### src/rtl/seq_pattern_gen.sv
// Pattern generator feeding the LED sequencer pipeline: run/pause/step FSM, prescaled advance, four modes.
// Latency: dout and tick update together on the advancing edge; first RUN advance comes DIV clks after entry.
module seq_pattern_gen #(
    parameter int          N   = 4,
    parameter int          DIV = 4,
    parameter logic [N-1:0] INI = '0
) (
    input  logic         clk,
    input  logic         rst,
    input  logic         start,
    input  logic         stop,
    input  logic         step,
    input  logic [1:0]   mode,
    input  logic [N-1:0] pattern,
    output logic [N-1:0] dout,
    output logic         tick,
    output logic         busy
);

    localparam int             PW   = $clog2(DIV);
    localparam logic [PW-1:0]  LAST = PW'(DIV - 1);

    typedef enum logic [1:0] {IDLE, RUN, PAUSE} state_t;

    state_t          state_q;
    logic [N-1:0]    dout_q;
    logic [N-1:0]    seed_q;
    logic [PW-1:0]   presc_q;
    logic            dir_left_q;
    logic            tick_q;
    logic            busy_q;
    logic            step_q;

    logic [N-1:0]    adv_d;
    logic            dir_left_d;

    // Next pattern word for whichever mode is sampled on the advancing edge.
    always_comb begin
        adv_d      = dout_q;
        dir_left_d = dir_left_q;
        case (mode)
            2'd0: adv_d = (dout_q == seed_q) ? ~seed_q : seed_q;
            2'd1: adv_d = {dout_q[N-2:0], dout_q[N-1]};
            2'd2: adv_d = {dout_q[0], dout_q[N-1:1]};
            default: begin
                if (dout_q == '0)
                    adv_d = {{(N-1){1'b0}}, 1'b1};
                else if (dir_left_q)
                    adv_d = dout_q << 1;
                else
                    adv_d = dout_q >> 1;
                // Flip as soon as the moving bit lands on an end so no position is skipped.
                if (dir_left_q && adv_d[N-1])
                    dir_left_d = 1'b0;
                else if (!dir_left_q && adv_d[0])
                    dir_left_d = 1'b1;
            end
        endcase
    end

    always_ff @(posedge clk) begin
        if (!rst) begin
            state_q    <= IDLE;
            dout_q     <= INI;
            seed_q     <= INI;
            presc_q    <= '0;
            dir_left_q <= 1'b1;
            tick_q     <= 1'b0;
            busy_q     <= 1'b0;
            step_q     <= 1'b0;
        end else begin
            tick_q <= 1'b0;
            step_q <= step;
            case (state_q)
                IDLE: begin
                    if (start && !stop) begin
                        state_q    <= RUN;
                        busy_q     <= 1'b1;
                        dout_q     <= pattern;
                        seed_q     <= pattern;
                        dir_left_q <= 1'b1;
                        presc_q    <= '0;
                    end
                end
                RUN: begin
                    if (stop) begin
                        state_q <= PAUSE;
                        presc_q <= '0;
                    end else if (presc_q == LAST) begin
                        dout_q     <= adv_d;
                        dir_left_q <= dir_left_d;
                        tick_q     <= 1'b1;
                        presc_q    <= '0;
                    end else begin
                        presc_q <= presc_q + PW'(1);
                    end
                end
                PAUSE: begin
                    if (stop) begin
                        state_q <= IDLE;
                        busy_q  <= 1'b0;
                        dout_q  <= INI;
                    end else if (start) begin
                        state_q <= RUN;
                        presc_q <= '0;
                    end else if (step && !step_q) begin
                        dout_q     <= adv_d;
                        dir_left_q <= dir_left_d;
                    end
                end
                default: begin
                    state_q <= IDLE;
                    busy_q  <= 1'b0;
                    dout_q  <= INI;
                end
            endcase
        end
    end

    assign dout = dout_q;
    assign tick = tick_q;
    assign busy = busy_q;

endmodule
### config.mk
export PLATFORM = sky130hd
export DESIGN_NAME = seq_pattern_gen
export DESIGN_NICKNAME = d
export VERILOG_FILES = /design/src/rtl/seq_pattern_gen.sv
export SDC_FILE = /design/constraint.sdc
export NUM_CORES = 1
export LEC_CHECK = 0
export BUFFER_PORTS_ARGS = -buffer_cell sky130_fd_sc_hd__buf_2
export CAP_MARGIN = 15
export CORE_MARGIN = 5
export CORE_UTILIZATION = 59
export CTS_CLUSTER_SIZE = 40
export DETAILED_ROUTE_END_ITERATION = 7
export PLACE_DENSITY = 0.83
export SLEW_MARGIN = 20
export SYNTH_ARGS = -nofsm -noshare
export SYNTH_HDL_FRONTEND = slang
export SYNTH_SLANG_ARGS = --single-unit
### constraint.sdc
create_clock -name clk -period 2.8 [get_ports clk]
set_input_delay 0 -clock clk [delete_from_list [all_inputs] [get_ports clk]]
set_output_delay 0 -clock clk [all_outputs]
set_load 0.005 [all_outputs]
==> flow_results.org, run 1 <==
** Status
- Result of the run :: complete, no violations

** STA
- Headroom to the max-slew limit :: 67.2%
- The total count of max-transition violations in the final report was 0.
- At the pin with the least slew margin, the transition time is 0.491 ns.
- Clock Skew :: 0.00552 ns
- Sum Neg Setup Slack :: 0 ns
- Maximum clock frequency :: 0.532 GHz
- For the finished layout, the period the worst path requires is 1.88 ns.
- Endpoints failing setup :: 0
- Smallest setup slack after layout :: 0.919 ns
- Number of hold violations in the final report :: 0
- Setup repair after global routing left no endpoint under its margin.
- Period utilization :: 67.2%

** Layout
- Post-layout instance count excluding filler cells :: 184
- End-of-flow core utilization :: 72.0%
- Count of antenna diodes in the layout :: 0
- At the end of the flow, the number of nets in the layout was 177.
- Most frequent cells in the layout :: dfxtp_1, buf_2, a21oi_1
- The area growth from synthesis to layout is 16.1%.
- Cells with a size suffix above 1 make up 15.7% of the layout.

** Clock tree
- Maximum number of buffers from clock root to sink :: 2
- TritonCTS built the clock tree.
- Buffers inserted to repair hold after CTS numbered 5.
- Root Driver :: clkbuf_4
- After clock tree synthesis, the clock-pin slew on the worst setup and hold paths is 0.09 ns.
- Cts bufs inserted :: 3
- Gates resized during post-CTS repair numbered 0.
- Number of post-CTS setup repair buffers :: 0
- Clock latency of the later-clocked register in the worst-skew pair :: 0.29 ns
- The clock net in this run drives a total of 16 sinks.
- Maximum level of the CTS H-tree :: 1

** Detailed routing
- First drt pass iteration count :: 6
- In the routed layout, each cell is associated on average with a via count of 5.93.
- For this block, the routed nets add up to 2630 microns of wire.
- Routed len/inst :: 14.3 microns
- After the first detailed-routing iteration, the DRC count stood at 52.
- Total via count after detailed routing :: 1092
- In the routed design, unresolved DRC markers number 0.
- The detail route stage leaves a number of antenna-violating nets equal to 0.

** Yosys
- After synthesis, the largest family of logic cells by area is simple AND/OR/NAND/NOR gates.
- The Yosys step of the flow raised 0 warnings.
- Post-synthesis register bit count :: 16
- Counting every instance in the synthesized netlist gives 140.
- A synthesized cell averages 7.65 sq um.
- Synth Area in Compound Gates :: 23.1%
- Sequential element share of the synthesized area :: 29.9%
- After synthesis, the netlist uses 39 different library cells.
- In the synthesized netlist the async set-or-reset flop fraction comes to 0%.
- Yosys mapped a number of flops with a built-in enable equal to 0.
- After Yosys synthesis, and, or, nand and nor cells account for 29.3% of the synthesized area.
- In the synthesized netlist the dominant register cell turns out to be dfxtp_1.
- Share of synthesized area spent on multiplexers :: 2.92%
- Summing the areas of all fa, ha and maj instances in the mapped netlist gives 5.84% of the synthesized area.
- Post-synthesis instance area :: 1070 sq um
- Synth Area in XOR/XNOR :: 4.09%
- Post-synth net total :: 156

** Critical path
- In this run the worst path has a maximum fanout of 6.
- In this run the critical register-to-register path is captured at dout[0]$_SDFFE_PN0P_.
- In this run the worst setup path begins at state_q[0]$_SDFFE_PN0P_.
- Worst Setup EP :: dout[0]$_SDFFE_PN0P_
- Worst R2R Setup Slack :: 0.92 ns
- The worst setup path is captured at a register.
- Counting cells, the worst reg-to-reg path comes to 7.
- R2r startpoint :: state_q[0]$_SDFFE_PN0P_
- Data arrives at the worst endpoint at 2.10 ns.
- At the worst endpoint, the required time is 3.02 ns.
- Startpoint kind of the worst setup timing path :: register
- The critical path is of the reg2reg type.

** Power
- Static leakage :: 0.515 nW
- Power share of the clock group :: 21.1%
- Worst supply voltage drop on vdd :: 0.000332 V
- In this run, flip-flops and latches consume 46.1% of the power.
- Combinational cells account for 32.8% of the total power.
- The internal portion of the total power is 377 uW.
- For this design the total switching power over the nets is 198 uW.
- Net switching is 34.4% of the power.
- Power Density :: 462 nW/um^2

** Floorplanning
- Die X-Extent :: 52.6 microns
- From bottom edge to top edge, the die measures 52.6 microns.
- The floorplan has 15 rows.
- I/O pin count :: 17
- Starting density of the core :: 62.0%
- The floorplan step defined a core boundary enclosing 1730 sq um.
- The floorplan step defined a die boundary enclosing 2770 sq um.

** Global route
- In the global route stage, overall resource usage came out at 21.4%.
- The via count of the first global-routing pass is 986.
- Entering global routing, the biggest net connects 16 pins.
- The first global-routing pass estimated 4530 microns of wire.
- The initial antenna violation count was 0.
- For this run the aggregate overflow at the end of global routing stands at 0.

** Placed design
- Routability cong. :: 0.965
- Once placement completed, the tool counted placed cells totaling 175.
- Buffers placed on the I/O ports in this run total 16.
- Detailed placement ended at an HPWL of 1930 microns.
- Worst Setup Slack post-DPL :: 0.969 ns

** Hold path
- In this run the worst hold path is classified as in2reg.

** Run
- Across the run, the number of max-cap violations was 0.
-- cells in the mapped netlist, drive strengths merged (2+ instances only) --
library cell  count  area, sq um
a21oi            15         75.1
and3              2         12.5
o21ai             7         35.0
mux2i             2         20.0
or4               2         15.0
ha                5         62.6
buf               2         10.0
nand3b            2         15.0
xor2              4         35.0
o221ai            2         17.5
nor3              6         30.0
inv               6         22.5
nand3             5         25.0
nand2            14         52.6
nor2b             4         25.0
dfxtp            16          320
a31oi             4         25.0
clkbuf            5         18.8
nand2b            5         31.3
nor2             13         48.8
-- flip-flops by register name, indices dropped and copies added (netlist names) --
signal / cells
state_q: 2
busy: 1
presc_q: 2
step_q: 1
dout: 4
dir_left_q: 1
seed_q: 4
tick: 1
-- per-layer routing --
| layer | part of all wire, % | wire [microns] | global-route usage, % | vias up |
|---|---|---|---|---|
| met5 | 0 | 0 | 0 | - |
| met1 | 45 | 1180 | 29.2 | 495 |
| li1 | - | - | - | 548 |
| met3 | 6.6 | 173 | 2.85 | 4 |
| met2 | 47 | 1240 | 34.3 | 45 |
| met4 | 1.3 | 34 | 7.23 | 0 |
-- worst max-delay path, cell delays in order, from the launching register on --
cell and delay [ns]:
dfxtp_1 0.35, inv_1 0.09, ha_1 0.19, nor2b_1 0.31, nor2_1 0.18, a31o_2 0.25, o311a_1 0.32, a21oi_1 0.13
-- logic make-up after synthesis --
| family | Yosys count |
|---|---|
| DFF | 16 |
| buffers and inverters | 13 |
| xor gates and xnor gates | 5 |
| and+or+nand+nor | 59 |
| adders and majority gates | 5 |
| AOI/OAI and AO/OA | 39 |
| muxes | 3 |
-- stage by stage --
stage / cell area (sq um) / power [mW] / hold slack [ns]
final: 1240 / 0.575 / 0.0176
after global routing: 1240 / 0.615 / 0.00610
after CTS: 1230 / 0.573 / 0.00376
after detailed placement: 1160 / 0.449 / 0.219
after global placement: 1160 / 0.443 / 0.211
after floorplan: 1070 / 0.400 / 0.122
-- final cells by class --
type / instances / area [sq um]
well taps: 25 / 31.3
inverters: 6 / 22.5
fillers: 139 / 483
clock buffers: 3 / 22.5
repair buffers: 23 / 148
multi-input cells: 111 / 699
flip-flops and latches: 16 / 320
-- power by group through the flow --
stage	logic, mW	registers (mW)	clock network, mW
after floorplan	0.137	0.263	0
after global placement	0.174	0.269	0
after detailed placement	0.179	0.270	0
after CTS	0.186	0.265	0.122
after global routing	0.209	0.268	0.137
final	0.189	0.265	0.121
-- how the worst min path moves through the flow --
stage          slack, ns                     end  startpoint  depth (start not counted)
2_1_floorplan       0.12       step_q$_SDFF_PN0_        step                          1
3_3_place_gp        0.21       step_q$_SDFF_PN0_        step                          2
3_5_place_dp        0.22       step_q$_SDFF_PN0_        step                          2
4_1_cts            0.004  seed_q[1]$_SDFFE_PN0P_  pattern[1]                          3
5_1_grt            0.006    dout[1]$_SDFFE_PN0P_         rst                          3
6_report            0.02    dout[1]$_SDFFE_PN0P_         rst                          3
No activity file was read; power rests on OpenSTA's default activity.
==> inputs of run 2 (changes only) <==
--- a/config.mk
+++ b/config.mk
@@ -8,10 +8,10 @@
 export BUFFER_PORTS_ARGS = -buffer_cell sky130_fd_sc_hd__buf_2
 export CAP_MARGIN = 15
 export CORE_MARGIN = 5
-export CORE_UTILIZATION = 59
+export CORE_UTILIZATION = 55
 export CTS_CLUSTER_SIZE = 40
 export DETAILED_ROUTE_END_ITERATION = 7
-export PLACE_DENSITY = 0.83
+export PLACE_DENSITY = 0.78
 export SLEW_MARGIN = 20
 export SYNTH_ARGS = -nofsm -noshare
 export SYNTH_HDL_FRONTEND = slang
==> constraint.sdc (replaced) <==
create_clock -name clk -period 1.95 [get_ports clk]
set_input_delay 0 -clock clk [delete_from_list [all_inputs] [get_ports clk]]
set_output_delay 0 -clock clk [all_outputs]
set_load 0.005 [all_outputs]
==> flow_results.org, run 2 (synthesis gave the netlist of run 1 again) <==
** Status
- Result of the run :: complete, no violations

** STA
- Setup repair after global routing missed its margin :: no
- Endpoints failing setup :: 0
- The final critical path takes up 90.2% of the cycle.
- The total count of max-transition violations in the final report is 0.
- Measured against its own limit, the worst slew margin works out to 64.9%.
- Hold timing on the final database bottoms out at a slack of 0.0149 ns.
- After layout, the minimum clock period comes to 1.76 ns.
- For the final routed database, the setup TNS stands at 0 ns.
- Maximum clock frequency :: 0.568 GHz
- Worst-Margin Slew :: 0.525 ns
- Clock Skew :: 0.00748 ns
- Number of hold violations in the final report :: 0

** Power
- The analysis attributes to cell leakage a power of 0.563 nW.
- Worst supply voltage drop on vdd :: 0.000528 V
- In this run the power density over the cells is 688 nW/um^2.

** Detailed routing
- After detailed routing, the number of remaining DRC violations is 0.
- The pre-antenna-repair detailed-routing pass consisted of 4 iterations.
- Detailed routing inserted a total of 1143 vias.
- After detailed routing, the total wire length is 2780 microns.
- In this run, the number of DRC markers left after iteration 0 of detailed routing was 71.
- Dividing the detail-routed wire length by the instance count gives 14.2 microns.
- Once detail routing completed, the nets flagged for antenna violations numbered 0.
- Vias/cell :: 5.86

** Floorplanning
- Starting density of the core :: 56.3%
- I/O pin count :: 17
- Die X-Extent :: 54.1 microns
- The floorplan has 16 rows.
- The die covers 2930 sq um.
- The floorplan step defined a core boundary enclosing 1900 sq um.
- Chip Height :: 54.1 microns

** Global route
- Pin count of the biggest net entering global routing :: 16
- The via count of the first global-routing pass was 1044.
- Total GRT Usage :: 22.0%
- Remaining Overflow, GRT :: 0
- The initial antenna violation count was 0.
- First-pass GRT wire length :: 4640 microns

** Critical path
- Data on the critical path arrives at its endpoint at 1.97 ns.
- Bufs and invs on worst path :: 4
- Category of cells accounting for the largest share of critical-path delay :: buffers and inverters
- The largest single stage delay on the critical path is 0.53 ns.
- STA classifies the critical path startpoint as an input pin.
- The signal on the critical path passes through dlygate4sd3_1, buf_2, or3b_2, a222oi_1, buf_4, buf_4, o21ai_0, a31oi_1.
- Along the worst path, the maximum fanout reaches 7.
- Data required time at the worst endpoint :: 2.16 ns
- The critical path is of the in2reg type.
- Worst R2R Setup Slack :: 0.21 ns
- By instance count, the cell type seen most on the critical path is buf_4.
- Among all stages on the critical path, the largest delay is contributed by dlygate4sd3_1.
- Endpoint kind of the worst setup timing path :: register

** Layout
- At the end of the flow, the number of nets in the layout was 185.
- The repair_antennas step left the layout with diodes totalling 0.
- Leaving out fill and tap cells, the most frequent cell in the layout is buf_2.
- Layout Cell Area excl Fill :: 1320 sq um
- Most frequent cells in the layout :: buf_2, a21oi_1, dfxtp_1
- Area growth from synthesis to final layout :: 23.6%
- The post-route netlist has 21.4% of its cells at a drive strength greater than 1.

** Placed design
- Once placement finished, the instance area stood at 1190 sq um.
- The wire-length estimate of the detail-placed layout is 2090 microns.
- Port Buf Inserts :: 16
- Routability-driven placement finished with a final weighted congestion of 0.922.

** Clock tree
- The clock reaches the later pin of the worst-skew pair after 0.29 ns.
- Cts bufs inserted :: 3
- Root Driver :: clkbuf_4
- After clock tree synthesis, the clock-pin slew on the worst setup and hold paths is 0.09 ns.
- Maximum level of the CTS H-tree :: 1
- TritonCTS clock tree :: built
- The clock net in this run drives a total of 16 sinks.
- The clock passes through at most 2 buffers.

** Run
- Reported max-cap violation count :: 0

** Hold path
- Class of the tightest hold or removal check :: in2reg
run 2: cell count changes in the layout (fill, tap and decap cells not counted), sizes merged:
| cell | delta |
|---|---|
| buf | +8 |
| clkbuf | +1 |
run 2: area by class of cell:
cell class	instances	area, sq um
tap	27	33.8
inverter	6	22.5
multi-input combinational	111	702
fill	169	578
sequential	16	322
clock buffer	4	36.3
timing repair buffer	31	208
run 2: timing repair:
action	in CTS	in global routing
gates resized for setup	0	2
setup endpoints to repair	0	3
hold buffers	6	0
buffers inserted	0	4
endpoints found under the hold margin	5	0
run 2: path summary, 6_finish.rpt:
path | startpoint | depth (start not counted) | end
worst max-delay path | step | 8 | dout[1]$_SDFFE_PN0P_
worst min-delay path | rst | 3 | dout[1]$_SDFFE_PN0P_
worst max register to register | state_q[0]$_SDFFE_PN0P_ | 7 | dout[0]$_SDFFE_PN0P_
worst min register to register | presc_q[1]$_SDFFE_PN0P_ | 2 | presc_q[1]$_SDFFE_PN0P_
run 2: per-stage QoR:
stage	cells	worst slack (ns)	utilization, %	power, mW
6_report	195	0.191	69.6	0.911
5_1_grt	195	0.0327	69.6	0.975
3_5_place_dp	181	0.142	62.8	0.660
4_1_cts	191	0.117	67.8	0.890
3_3_place_gp	181	0.217	62.8	0.655
2_1_floorplan	140	0.307	-	0.574
run 2: worst register-to-register path, cell delays in order, from the launching register on:
cell,delay [ns]
dfxtp_2,0.34
inv_1,0.08
ha_1,0.19
nor2b_2,0.24
nor2_1,0.14
a31o_2,0.24
o311a_1,0.32
a21oi_1,0.13
run 2: where the power goes:
part	total [mW]	switching, mW	internal (mW)
clock	0.224	0.110	0.114
sequential	0.374	0.0257	0.349
combinational	0.312	0.166	0.146
total	0.911	0.302	0.609
run 2: routing by layer:
metal	part of all wire (%)	wire, microns	track usage (%)
met1	43	1200	28.4
met2	49	1350	35.7
met3	6.3	175	3.88
met4	1.9	54	9.13
met5	0	0	0
